**config.mk**
```make
export PLATFORM = sky130hd
export DESIGN_NAME = data_memory_stage
export DESIGN_NICKNAME = d
export VERILOG_FILES = /design/src/rtl/dmem_pkg.sv /design/src/rtl/byte_lane_align.sv /design/src/rtl/data_memory_stage.sv
export SDC_FILE = /design/constraint.sdc
export NUM_CORES = 1
export LEC_CHECK = 0
export ABC_AREA = 1
export ABC_CLOCK_PERIOD_IN_PS = 2100
export CAP_MARGIN = 20
export CORE_AREA = 2 2 104 106
export CTS_BUF_LIST = sky130_fd_sc_hd__clkbuf_8
export CTS_CLUSTER_SIZE = 40
export DETAILED_ROUTE_END_ITERATION = 16
export DIE_AREA = 0 0 106 108
export MAX_ROUTING_LAYER = met4
export PLACE_DENSITY_LB_ADDON = 0.3
export RECOVER_POWER = 100
export SLEW_MARGIN = 40
export SYNTH_ARGS = -nofsm -noshare
export SYNTH_HDL_FRONTEND = slang
export SYNTH_SLANG_ARGS = --single-unit
export TNS_END_PERCENT = 1
```
**constraint.sdc**
```tcl
create_clock -name clk -period 2.1 [get_ports clk]
set_input_delay 0.315 -clock clk [delete_from_list [all_inputs] [get_ports clk]]
set_output_delay 0.315 -clock clk [all_outputs]
set_load 0.005 [all_outputs]
```
**src/rtl/dmem_pkg.sv**
```systemverilog
// Shared types and constants for the data-memory stage.
// Byte access support is enabled by defining DMEM_BYTE_ACCESS_EN.
package dmem_pkg;

  localparam int DATA_W_DEF = 32;
  localparam int REG_W_DEF  = 4;

  localparam logic [3:0] BE_WORD = 4'hF;

  typedef enum logic [0:0] {
    DMEM_IDLE   = 1'b0,
    DMEM_ACCESS = 1'b1
  } dmem_state_e;

endpackage

```
**src/rtl/byte_lane_align.sv**
```systemverilog
// Byte-lane steering for LDRB/STRB: store replication, byte enables and
// zero-extended load lane extraction. Used only with DMEM_BYTE_ACCESS_EN.
module byte_lane_align
  import dmem_pkg::*;
#(
  parameter int DATA_W = DATA_W_DEF
) (
  input  logic              st_byte,
  input  logic [1:0]        st_lane,
  input  logic [DATA_W-1:0] st_data,
  input  logic              ld_byte,
  input  logic [1:0]        ld_lane,
  input  logic [DATA_W-1:0] ld_data,
  output logic [3:0]        be,
  output logic [DATA_W-1:0] wdata,
  output logic [DATA_W-1:0] ld_result
);

  logic [7:0] ld_lane_s;

  // Store side: one-hot lane enable and the byte copied into every lane.
  always_comb begin
    be    = BE_WORD;
    wdata = st_data;
    if (st_byte) begin
      be    = 4'b0001 << st_lane;
      wdata = DATA_W'({4{st_data[7:0]}});
    end else begin
      be    = BE_WORD;
      wdata = st_data;
    end
  end

  // Load side: select the addressed lane.
  always_comb begin
    ld_lane_s = 8'h00;
    case (ld_lane)
      2'd0:    ld_lane_s = ld_data[7:0];
      2'd1:    ld_lane_s = ld_data[15:8];
      2'd2:    ld_lane_s = ld_data[23:16];
      2'd3:    ld_lane_s = ld_data[31:24];
      default: ld_lane_s = 8'h00;
    endcase
  end

  // Zero-extend the byte for LDRB, pass the word through otherwise.
  always_comb begin
    ld_result = ld_data;
    if (ld_byte) begin
      ld_result = DATA_W'(ld_lane_s);
    end else begin
      ld_result = ld_data;
    end
  end

endmodule

```
**src/rtl/data_memory_stage.sv**
```systemverilog
// Memory-access pipeline stage: req/ack data-memory handshake, upstream stall,
// write-back value/register. Define DMEM_BYTE_ACCESS_EN to honour ex_byte.
module data_memory_stage
  import dmem_pkg::*;
#(
  parameter int DATA_W = DATA_W_DEF,
  parameter int REG_W  = REG_W_DEF
) (
  input  logic              clk,
  input  logic              reset,
  input  logic              ex_valid,
  input  logic              ex_mem_read,
  input  logic              ex_mem_write,
  input  logic              ex_byte,
  input  logic [DATA_W-1:0] ex_addr,
  input  logic [DATA_W-1:0] ex_store_data,
  input  logic [REG_W-1:0]  ex_rd,
  output logic              stall,
  output logic              mem_req,
  output logic              mem_we,
  output logic [DATA_W-1:0] mem_addr,
  output logic [DATA_W-1:0] mem_wdata,
  output logic [3:0]        mem_be,
  input  logic [DATA_W-1:0] mem_rdata,
  input  logic              mem_ack,
  output logic [DATA_W-1:0] dataMemOut,
  output logic [REG_W-1:0]  rd,
  output logic              wb_valid
);

  dmem_state_e       state_r, state_s;
  logic              mem_op_s;
  logic [REG_W-1:0]  rd_lat_r, rd_lat_s;
  logic              is_byte_r, is_byte_s;
  logic [1:0]        lane_r, lane_s;

  logic              req_s, we_s, wb_valid_s;
  logic [DATA_W-1:0] addr_s, wdata_nx_s, dout_s;
  logic [3:0]        be_nx_s;
  logic [REG_W-1:0]  rd_s;

  logic [3:0]        be_s;
  logic [DATA_W-1:0] wdata_s;
  logic [DATA_W-1:0] load_data_s;

  assign mem_op_s = ex_valid & (ex_mem_read | ex_mem_write);

`ifdef DMEM_BYTE_ACCESS_EN
  byte_lane_align #(.DATA_W(DATA_W)) u_align (
    .st_byte   (ex_byte),
    .st_lane   (ex_addr[1:0]),
    .st_data   (ex_store_data),
    .ld_byte   (is_byte_r),
    .ld_lane   (lane_r),
    .ld_data   (mem_rdata),
    .be        (be_s),
    .wdata     (wdata_s),
    .ld_result (load_data_s)
  );
`else
  logic unused_byte_s;
  assign unused_byte_s = ^{is_byte_r, lane_r};
  assign be_s          = BE_WORD;
  assign wdata_s       = ex_store_data;
  assign load_data_s   = mem_rdata;
`endif

  // Upstream must hold while a memory op waits to issue or is unacknowledged.
  always_comb begin
    stall = 1'b0;
    case (state_r)
      DMEM_IDLE:   stall = mem_op_s;
      DMEM_ACCESS: stall = ~mem_ack;
      default:     stall = 1'b0;
    endcase
  end

  // Next-state and next-output logic; mem_* hold unless a new access issues.
  always_comb begin
    state_s    = state_r;
    req_s      = mem_req;
    we_s       = mem_we;
    addr_s     = mem_addr;
    wdata_nx_s = mem_wdata;
    be_nx_s    = mem_be;
    dout_s     = dataMemOut;
    rd_s       = rd;
    wb_valid_s = 1'b0;
    rd_lat_s   = rd_lat_r;
    is_byte_s  = is_byte_r;
    lane_s     = lane_r;
    case (state_r)
      DMEM_IDLE: begin
        if (mem_op_s) begin
          state_s    = DMEM_ACCESS;
          req_s      = 1'b1;
          we_s       = ex_mem_write;
          addr_s     = {ex_addr[DATA_W-1:2], 2'b00};
          wdata_nx_s = wdata_s;
          be_nx_s    = be_s;
          rd_lat_s   = ex_rd;
          is_byte_s  = ex_byte;
          lane_s     = ex_addr[1:0];
        end else if (ex_valid) begin
          dout_s     = ex_addr;
          rd_s       = ex_rd;
          wb_valid_s = 1'b1;
        end else begin
          wb_valid_s = 1'b0;
        end
      end
      DMEM_ACCESS: begin
        if (mem_ack) begin
          state_s = DMEM_IDLE;
          req_s   = 1'b0;
          if (!mem_we) begin
            dout_s     = load_data_s;
            rd_s       = rd_lat_r;
            wb_valid_s = 1'b1;
          end else begin
            wb_valid_s = 1'b0;
          end
        end else begin
          wb_valid_s = 1'b0;
        end
      end
      default: begin
        state_s = DMEM_IDLE;
        req_s   = 1'b0;
      end
    endcase
  end

  // State and registered outputs; reset abandons any outstanding access.
  always_ff @(posedge clk or negedge reset) begin
    if (!reset) begin
      state_r    <= DMEM_IDLE;
      mem_req    <= 1'b0;
      mem_we     <= 1'b0;
      mem_addr   <= '0;
      mem_wdata  <= '0;
      mem_be     <= 4'h0;
      dataMemOut <= '0;
      rd         <= '0;
      wb_valid   <= 1'b0;
      rd_lat_r   <= '0;
      is_byte_r  <= 1'b0;
      lane_r     <= 2'd0;
    end else begin
      state_r    <= state_s;
      mem_req    <= req_s;
      mem_we     <= we_s;
      mem_addr   <= addr_s;
      mem_wdata  <= wdata_nx_s;
      mem_be     <= be_nx_s;
      dataMemOut <= dout_s;
      rd         <= rd_s;
      wb_valid   <= wb_valid_s;
      rd_lat_r   <= rd_lat_s;
      is_byte_r  <= is_byte_s;
      lane_r     <= lane_s;
    end
  end

endmodule

```
==> metrics.cfg <==
[logic_synthesis]
synth_most_common_cell = nand2_1
yosysTopAreaCell = dfrtp_1
synth_top_area_share = 0.573
synth_edf_count = 0
synth_area_leaders = dfrtp_1, nand2_1, nand3_1
syn_area_per_cell_sq_um = 8.56
synth-async-reset-ratio = 1.00
syn_area_sq_um = 4670
netlist_instances = 546
synth_common_cells = nand2_1, dfrtp_1, nand3_1, o21ai_0, inv_1
synth_top_flop_cell = dfrtp_1
ys_seq_elements = 107
yosys_warnings = 0
yosysUniqueCellTypes = 19
yosysSeqAreaShare = 0.573

[route]
met2WireLength_microns = 6510
dr.pass1.iters = 5
drt_iter0_markers = 239
via_count = 4415
wl_met3_microns = 1040
wire_per_inst_microns = 14.8
top_layer_used = met4
antenna_left = 0
met1_length_microns = 5270
drc_errors = 0
routed_wl_microns = 13100
viasPerCell = 4.98

[floorplan]
core_area_sq_um = 10200
die-area_sq_um = 11400
io_pins = 215
die_w_microns = 106
start_util = 0.457
die_y_microns = 108
placementRows = 37

[power_and_ir_drop]
p_leak_nw = 3.54
ir_drop_mv = 0.460
power_density_nw_per_um2 = 909

[global_routing]
track_usage = 0.240
gr-total-overflow = 0
antenna_found_initial = 0
grt_pass1_wl_microns = 21100
grt_max_degree = 104
grt_pass1_vias = 4469

[critical_path]
r2r_cells = 6
rr_endpoint = dataMemOut[8]
end_kind = output port
crit_family = buffers and inverters
crit_required_ns = 1.78
worstPathCellList = dlygate4sd3_1, nor2_1, inv_1, nand2_1, o21ai_0, dlymetal6s2s_1
crit_fanout = 2
r2r_start = state_r
critPathLaunchType = input pin
crit_buf_inv = 3
worst_path_max_delay_cell = dlygate4sd3_1
worst-setup-path-type = input pin to output port
cpPeakStageDelay_ns = 0.56
arrival_ns = 1.58
regToRegSetupSlack_ns = 0.35

[min_path]
hold_start = mem_wdata[8]
worstHoldEndpoint = mem_wdata[8]
min_path_type = register to register
hold_depth = 2

[cts]
cts_buffer_depth = 2
clk_pin_slew_worst_paths_ns = 0.09
cts_num_sinks = 107
root_buffer = clkbuf_8
cts_setup_buffers = 0
cts_tree = yes
clkLatencyLatePin_ns = 0.36
ctsHtreeMaxLevel = 3
cts_made_buffers = 9

[placement]
io_buffers = 211
dp_hpwl_microns = 9530
gp_congestion = 0.834
postPlaceCellArea_sq_um = 6870
dp_slack_ns = 0.0805

[sta]
fmax_mhz = 529
finalSetupViolCount = 0
min_period_ns = 1.89
timing.clock.skew_ns = 0.00802
setup_total_negative_slack_ns = 0
final_max_slew_viol_count = 0
slew_headroom = 0.490
hold_viol_final = 0
tightest_slew_ns = 0.765
worst_slack_ns = 0.210
rsz0062_at_grt = false
timing.final.crit_share = 0.900

[flow_run]
drv_cap = 0

[layout]
syn_to_final_growth_pct = 50.5
fin_area_sq_um = 7040
n_antenna_cell = 0
drive_above_1_share = 0.0453
fillCellCount = 823
fin_nets = 853

[outcome]
status = completed

-- area by class of cell --
type                       instances  area, sq um  area share
sequential                       107         2680       0.381
inverter                          38          143      0.0203
clock inverter                     4         48.8     0.00693
clock buffer                      12          165      0.0235
tap                              136          170      0.0242
multi-input combinational        362         1560       0.221
timing repair buffer             228         2270       0.323
-- per-stage QoR --
stage | total power [mW] | hold WS, ns | cells | util
6_report | 6.39 | 0.473 | 887 | 0.688
5_1_grt | 6.80 | 0.496 | 887 | 0.688
4_1_cts | 6.73 | 0.435 | 887 | 0.694
3_5_place_dp | 5.38 | 0.284 | 870 | 0.672
3_3_place_gp | 5.30 | 0.280 | 870 | 0.672
2_1_floorplan | 3.77 | 0.0194 | 547 | -
-- where the power goes --
| group | internal (mW) | total, mW | switching (mW) |
|---|---|---|---|
| Sequential | 2.61 | 2.91 | 0.299 |
| Clock | 0.646 | 1.33 | 0.682 |
| Combinational | 1.21 | 2.16 | 0.947 |
| Total | 4.47 | 6.39 | 1.93 |
-- cell usage in the layout, fill, tap and decap left out --
| cell | netlist | routed |
|---|---|---|
| nand3_1 | 68 | 68 |
| dlygate4sd3_1 | 0 | 107 |
| o21ai_0 | 49 | 69 |
| inv_1 | 37 | 39 |
| clkbuf_1 | 8 | 1 |
| nand3b_1 | 1 | 1 |
| dfrtp_1 | 107 | 106 |
| nand2_4 | 2 | 1 |
| buf_12 | 0 | 3 |
| bufinv_16 | 0 | 1 |
| clkinvlp_4 | 0 | 2 |
| clkdlybuf4s50_1 | 0 | 103 |
| nor2_8 | 1 | 1 |
| dlymetal6s2s_1 | 0 | 1 |
| clkbuf_4 | 0 | 2 |
| dfrtp_2 | 0 | 1 |
| buf_4 | 6 | 10 |
| nor2_1 | 0 | 1 |
| clkbuf_2 | 0 | 1 |
| conb_1 | 1 | 2 |
| clkbuf_8 | 0 | 12 |
| nand2_1 | 217 | 219 |
-- metal layers --
| metal | up-vias | track usage |
|---|---|---|
| met3 | 23 | 0.0494 |
| met1 | 2077 | 0.288 |
| li1 | 2113 | - |
| met4 | 0 | 0.101 |
| met2 | 202 | 0.397 |
| met5 | - | - |
-- logic make-up (layout without fill, tap and decap cells) --
group,count (synthesis),in the layout,share of synthesized area
simple gates,291,291,0.260
flops,107,107,0.573
compound gates,69,69,0.0771
other cells,1,2,0.000802
buf+inv,78,282,0.0889
-- what timing repair did --
action | 4_1_cts | 5_1_grt
hold buffers | 1 | 0
gates resized for setup | 0 | 2
setup endpoints to repair | 0 | 1
endpoints found under the hold margin | 28 | 0
-- worst min-delay path: cells and delay by family (launching register included) --
kind             cells  cell delay [ns]
AND/OR/NAND/NOR      2             0.09
flip-flops           1             0.35
-- registers in the layout (all words and copies together), names as in the netlist, 4 cells and up --
| signal | cells |
|---|---|
| dataMemOut | 32 |
| mem_addr | 30 |
| rd | 4 |
| mem_wdata | 32 |
| rd_lat_r | 4 |
-- how the worst max path moves through the flow --
stage                            start  endpoint  cells after the start
after floorplan                state_r     stall                      6
after global placement        ex_valid     stall                      6
after detailed placement      ex_valid     stall                      6
after CTS                      state_r     stall                      3
after global routing      ex_mem_write     stall                      6
final                     ex_mem_write     stall                      6
(Power assumes the default switching activity.)
==> edit, RTL diff (same flow settings) <==
The option `DMEM_BYTE_ACCESS_EN` is turned on by a define.
--- a/src/rtl/data_memory_stage.sv
+++ b/src/rtl/data_memory_stage.sv
@@ -1,5 +1,7 @@
 // Memory-access pipeline stage: req/ack data-memory handshake, upstream stall,
 // write-back value/register. Define DMEM_BYTE_ACCESS_EN to honour ex_byte.
+`define DMEM_BYTE_ACCESS_EN
+
 module data_memory_stage
   import dmem_pkg::*;
 #(
Behaviour: not the same (Yosys sat finds a counterexample within 4 cycles, from zero or initial values and one cycle with reset low).
==> edit against the original RTL <==
- register-to-register slack worse by 50 ps
- design area grew 9.8%
- synthesized area is 9.5% higher
- combinational power rose by 17%
- power rose by 23%
- fmax rose by 1.7%
- sequential power increased by 8.2%
- clock skew up 3.5 ps
- synthesized cell count rose by 16%
- sequential cell count rose by 6
- non-clock buffer count decreased by 3
- worst setup slack gained 32 ps
- routed wire length increased by 20%
- largest cell class unchanged
- largest power group unchanged
==> edit: results (changes against the original RTL) <==
[place]
hpwlAfterDp_mm=11.5  ; was 9.53 mm
place_area_um2=7320  ; was 6870 µm²
portBuffers=212  ; was 211
gp_congestion=0.835  ; was 0.834

[sta]
hold_ws_ps=324  ; was 473 ps
fin_skew_ps=11.5  ; was 8.02 ps

[finish]
syn_to_final_growth_pct=51.0  ; was 50.5%
nNonClkInverters=49  ; was 38
finalNetCount=949  ; was 853
seq_cell_count=113  ; was 107
num-fill-cells=765  ; was 823
clk_share=0.0562  ; was 0.0304
multiInputGateArea_um2=1870  ; was 1560 µm²
regArea_um2=2830  ; was 2680 µm²
num-nonclk-buffers=225  ; was 228
layout-drive-gt1-share=0.0561  ; was 0.0453

[power_and_ir_drop]
p_sw_mw=2.42  ; was 1.93 mW
sequentialPower_mw=3.15  ; was 2.91 mW
vdd_drop_max_v=0.000484  ; was 0.000460 V
p_leak_nw=3.63  ; was 3.54 nW
comb-power_mw=2.53  ; was 2.16 mW

[logic_synthesis]
syn_inst=635  ; was 546
synthTopCellsByArea=dfrtp_1 (55%), nand2_1 (16%), nor2_1 (6.6%), a31oi_1 (5.4%), inv_1 (3.3%)  ; was dfrtp_1 (57%), nand2_1 (17%), nand3_1 (7.3%), o21ai_0 (5.2%), inv_1 (3.0%)
yosys-top-cells-count=nand2_1 (216), dfrtp_1 (113), nor2_1 (90), inv_1 (45), a31oi_1 (44)  ; was nand2_1 (217), dfrtp_1 (107), nand3_1 (68), o21ai_0 (49), inv_1 (37)
seq_area_frac_synth=0.552  ; was 0.573
synth.distinct_cells=21  ; was 19

[global_route]
use_met1=0.337  ; was 0.288
met3_usage=0.0759  ; was 0.0494
grt_max_degree=62  ; was 104
grt_first_pass_wirelength_mm=24.8  ; was 21.1 mm

[drt]
dr_wl_met3_mm=1.30  ; was 1.04 mm
routed_wl_mm=15.8  ; was 13.1 mm
wl_met1_mm=6.24  ; was 5.27 mm
vias=5177  ; was 4415

[clock_tree]
cts.repair.resized=2  ; was 0
h-tree-depth=4  ; was 3
cts_inserted_buffers=17  ; was 9
path_clk_slew_ps=70  ; was 90 ps

[critical_path]
r2r_setup_slack_ps=300  ; was 350 ps
crit_family=flip-flops  ; was buffers and inverters
crit_path_top_delay_cell=dfrtp_1  ; was dlygate4sd3_1

[run_status]
status=completed  ; unchanged

-- edit: logic make-up after synthesis --
kind of cell,after synthesis,share of synthesized area
other cells,1,0.000733
flops,113,0.552
compound gates,93,0.109
simple gates,341,0.260
buf+inv,87,0.0782
-- edit: per-stage QoR --
step	power (mW)	setup slack, ps
after floorplan	4.21	748
after global placement	5.86	131
after detailed placement	5.97	101
after CTS	8.20	273
after global routing	8.32	108
final	7.89	242
-- edit: final timing paths --
kind,start,end,depth (start not counted)
setup reg to reg,state_r$_DFF_PN0_,mem_addr[29]$_DFFE_PN0P_,7
max in group asynchronous,reset,rd[3]$_DFFE_PN0P_,3
hold reg to reg,mem_addr[28]$_DFFE_PN0P_,mem_addr[28]$_DFFE_PN0P_,2
min in group clk,ex_store_data[19],mem_wdata[19]$_DFFE_PN0P_,3
setup / recovery,state_r$_DFF_PN0_,stall,4
hold / removal,reset,mem_addr[18]$_DFFE_PN0P_,2
